`src/rtl/bit_scan_iterator.sv`:
```
// Purpose: iterate over the matching bits of an N-bit mask, one index per beat, LSB- or MSB-first.
// Latency: 1 cycle from mask load to first beat; 1 beat/cycle under continuous i_dst_ack.
// Backpressure: a beat holds while i_dst_ack is low; a new mask is taken only in IDLE or on the acked last beat.
// Optional: define BIT_SCAN_ITERATOR_EMPTY_BEAT_EN to emit a single o_empty beat for an all-zero mask.
module bit_scan_iterator #(
    parameter int N         = 10,
    parameter bit MSB_FIRST = 1'b0,
    parameter bit ONE       = 1'b1,
    localparam int IW       = $clog2(N)
) (
    input  logic          i_clk,
    input  logic          i_rst,
    input  logic          i_src_rdy,
    output logic          o_src_ack,
    input  logic [N-1:0]  i_mask,
    output logic          o_dst_rdy,
    input  logic          i_dst_ack,
    output logic [IW-1:0] o_idx,
    output logic [N-1:0]  o_onehot,
    output logic          o_last,
    output logic          o_empty
);

    typedef enum logic {
        IDLE = 1'b0,
        BUSY = 1'b1
    } state_t;

    state_t        state, state_n;
    logic [N-1:0]  mask_r, mask_n;
    logic [N-1:0]  hit;
    logic [IW-1:0] hit_idx;
    logic [N-1:0]  load_mask;
    logic          busy;
    logic          load;

    // Working mask is stored post-inversion so the scan always looks for ones.
    assign load_mask = ONE ? i_mask : ~i_mask;
    assign busy      = (state == BUSY);

    // Prefix-OR scan from the selected end: a bit wins if no earlier bit in scan order is set.
    always_comb begin
        logic seen;
        seen = 1'b0;
        hit  = '0;
        if (!MSB_FIRST) begin
            for (int i = 0; i < N; i++) begin
                hit[i] = mask_r[i] & ~seen;
                seen   = seen | mask_r[i];
            end
        end else begin
            for (int i = N - 1; i >= 0; i--) begin
                hit[i] = mask_r[i] & ~seen;
                seen   = seen | mask_r[i];
            end
        end
    end

    // Binary encode of the one-hot winner (zero when nothing is set).
    always_comb begin
        hit_idx = '0;
        for (int i = 0; i < N; i++) begin
            if (hit[i]) begin
                hit_idx = hit_idx | IW'(i);
            end
        end
    end

    // All beat outputs come from registers only; IDLE forces them to zero.
    assign o_dst_rdy = busy;
    assign o_onehot  = busy ? hit : '0;
    assign o_idx     = busy ? hit_idx : '0;
    assign o_last    = busy && ((mask_r & ~hit) == '0);
`ifdef BIT_SCAN_ITERATOR_EMPTY_BEAT_EN
    assign o_empty   = busy && (mask_r == '0);
`else
    assign o_empty   = 1'b0;
`endif

    // Accepting on the acked last beat lets the next mask follow without a bubble.
    assign o_src_ack = !busy || (i_dst_ack && o_last);
    assign load      = i_src_rdy && o_src_ack;

    // Next-state: retire the current bit on transfer; a load overrides the return to IDLE.
    always_comb begin
        state_n = state;
        mask_n  = mask_r;
        case (state)
            IDLE: begin
                state_n = IDLE;
            end
            BUSY: begin
                if (i_dst_ack) begin
                    if (o_last) begin
                        state_n = IDLE;
                    end else begin
                        mask_n = mask_r & ~hit;
                    end
                end
            end
            default: begin
                state_n = IDLE;
            end
        endcase
        if (load) begin
            mask_n = load_mask;
`ifdef BIT_SCAN_ITERATOR_EMPTY_BEAT_EN
            state_n = BUSY;
`else
            // An all-zero mask is consumed silently.
            state_n = (load_mask != '0) ? BUSY : IDLE;
`endif
        end
    end

    // State and working-mask registers with synchronous reset.
    always_ff @(posedge i_clk) begin
        if (i_rst) begin
            state  <= IDLE;
            mask_r <= '0;
        end else begin
            state  <= state_n;
            mask_r <= mask_n;
        end
    end

endmodule

```
`config.mk`:
```
export PLATFORM = sky130hd
export DESIGN_NAME = bit_scan_iterator
export DESIGN_NICKNAME = d
export VERILOG_FILES = /design/src/rtl/bit_scan_iterator.sv
export SDC_FILE = /design/constraint.sdc
export NUM_CORES = 1
export LEC_CHECK = 0
export BUFFER_PORTS_ARGS = -buffer_cell sky130_fd_sc_hd__clkbuf_2
export CAP_MARGIN = 25
export CELL_PAD_IN_SITES_DETAIL_PLACEMENT = 1
export CELL_PAD_IN_SITES_GLOBAL_PLACEMENT = 1
export CORE_MARGIN = 2
export CORE_UTILIZATION = 31
export DETAILED_ROUTE_END_ITERATION = 6
export GPL_ROUTABILITY_DRIVEN = 1
export PLACE_DENSITY_LB_ADDON = 0.1
export SYNTH_ARGS = -nofsm -noshare
export SYNTH_HDL_FRONTEND = slang
export SYNTH_SLANG_ARGS = --single-unit
```
`constraint.sdc`:
```
create_clock -name i_clk -period 2.5 [get_ports i_clk]
set_clock_uncertainty 0.05 [all_clocks]
set_input_delay 0.625 -clock i_clk [delete_from_list [all_inputs] [get_ports i_clk]]
set_output_delay 0.625 -clock i_clk [all_outputs]
set_load 0.02 [all_outputs]
```
==> metrics.yaml <==
io_pins: 32
worst_slack_ps: -405
setup_viol: 15
synth_area_um2: 902
numPortBuffers: 30
grt_pass1_wl_mm: 5.97
ir_worst_vdd_mv: 0.286
postSynthCellCount: 118
rows: 19
drv_slew: 0
ys_ff_latch: 11
yosysTopAreaCell: "dfxtp_1"
ys_seq_area_frac: 0.244
worstPathRequired_ps: 1820
final_cells: 207
cp_max_fo: 5
clockRootBuffer: "clkbuf_4"
failed_checks: "setup timing"
final_layout_size_suffix_gt1_frac: 0.523
final.setup.tns_ps: -2600
antenna_found_initial: 0
overflow: 0
die_h_um: 57.9
status: "finished, violations left"
tritoncts: "done"
grt.total_usage: 0.234
wire_per_inst_um: 18.3
syn-num-nets: 132
dp_hpwl_mm: 2.55
dr.pass1.iters: 4
avgSynthCellArea_um2: 7.65
synth_cell_types: 39
crit_type: "reg2out"
start_util: 0.327
synthFlopType: "dfxtp_1"
n_antenna_cell: 0
drc: 0
finalCriticalPeriod_ps: 2910
ant_nets: 0
synth-async-reset-ratio: 0
die-area_um2: 3360
cts_hold_buf: 0
yosysWarningCount: 0
die_w_um: 57.9
grt_max_degree: 13
grt_pass1_vias: 1170
p_per_area_nw_per_um2: 564
area_growth_pct: 68.2
vias: 1163
hold_class: "reg2reg"
cts_max_path_buffers: 2
period_share: 1.16
drv_cap: 0
nNetsFinal: 191
drt-initial-drc-count: 33
synth_area_leaders: "dfxtp_1 24%, a21oi_1 6.1%, a311o_1 5.5%"
max_freq_mhz: 344
wl_mm: 3.79
numClockSinks: 11
clkTransAtPathRegs_ps: 80
cp-end-kind: "output port"
finalHoldViolCount: 0
gp_congestion: 0.881
synth_edf_count: 0
critPathLaunchType: "flop"
via_per_inst: 5.62
clk_latency_ps: 270
design.core.area_um2: 2760
numCtsBuffers: 3
dpl_worst_slack_ps: -227
rsz0062_at_grt: "yes"
p_total_w: 0.000856
netlist.area_leader.share: 0.244
arrival_ps: 2230
dp_cells: 190
p_leak_nw: 0.665
htreeDepth: 1
## where the power goes
part	switching, W	internal, W
Sequential	0.0000111	0.000191
Clock	0.0000646	0.0000617
Combinational	0.000267	0.000261
Total	0.000342	0.000514
## cells by family after synthesis
logic type,synth area share
DFF,0.244
other,0.00416
AOI/OAI and AO/OA,0.323
muxes,0.0111
buffers and inverters,0.110
and+or+nand+nor,0.308
## Yosys cell counts, types with 3 or more instances
master    count
nand2_1      12
nor2_1       12
a21oi_1      11
dfxtp_1      11
inv_1        10
nor3_1        7
a311o_1       5
clkbuf_1      4
buf_6         3
nand3b_1      3
nor4_1        3
o21ai_1       3
or4_1         3
## stage by stage
| stage | instance area, um^2 | util | hold slack (ps) |
|---|---|---|---|
| floorplan | 972 | - | 449 |
| global placement | 1250 | 0.454 | 485 |
| detailed placement | 1250 | 0.454 | 496 |
| CTS | 1480 | 0.538 | 524 |
| global route | 1520 | 0.550 | 538 |
| finish | 1520 | 0.550 | 517 |
## flip-flops by register name, summed over array words and instances, names as in the netlist
name       cells
mask_r        10
o_dst_rdy      1
## cell type report
cell class | count | area, um^2
fill | 338 | 1240
multi-input combinational | 89 | 706
timing repair buffer | 62 | 487
sequential | 11 | 223
tap | 31 | 38.8
inverter | 10 | 37.5
clock buffer | 4 | 26.3
## worst max-delay path, stage by stage (launching register included)
cell and delay (ps):
dfxtp_2 320, or4_4 600, a2111oi_4 370, nor3_4 70
or2_4 280, o21ai_4 180, buf_8 130
## final timing paths
kind                                start        end  slack [ps]  cells past startpoint
worst max-delay path            mask_r[2]  o_src_ack        -410                      6
worst min-delay path            mask_r[9]  mask_r[9]         520                      2
worst max register to register  mask_r[2]  mask_r[3]        -160                      9
worst min register to register  mask_r[9]  mask_r[9]         520                      2
## cells in the final DEF, fill, tap and decap left out, types with 2 or more instances in the layout
cell type,n
a2111oi_4,2
a211oi_1,2
a21o_1,2
a21oi_1,8
a21oi_2,3
a311o_1,5
and3_1,2
buf_4,26
buf_6,5
buf_8,4
clkbuf_2,23
clkbuf_4,4
dfxtp_1,9
dfxtp_2,2
inv_1,10
nand2_1,12
nand3b_1,3
nor2_1,7
nor2_2,3
nor2_4,2
nor3_1,5
nor3_2,2
o211ai_1,2
o21ai_1,2
or2_4,2
or4_1,2
or4_4,3
## layer usage
metal | GRT usage | routed length, um | vias up | share of wire
li1 | - | - | 553 | -
met1 | 0.311 | 1660 | 581 | 0.44
met2 | 0.411 | 1970 | 25 | 0.52
met3 | 0.0201 | 117 | 4 | 0.031
met4 | 0.0498 | 36 | 0 | 0.0095
met5 | 0 | 0 | - | 0
## what timing repair did
action	in CTS	in global routing
gates resized for setup	27	12
setup buffers	12	4
cloned	2	0
pin swaps	10	13
setup endpoints to repair	11	19
Note: power is estimated with default switching activity, not from simulation.
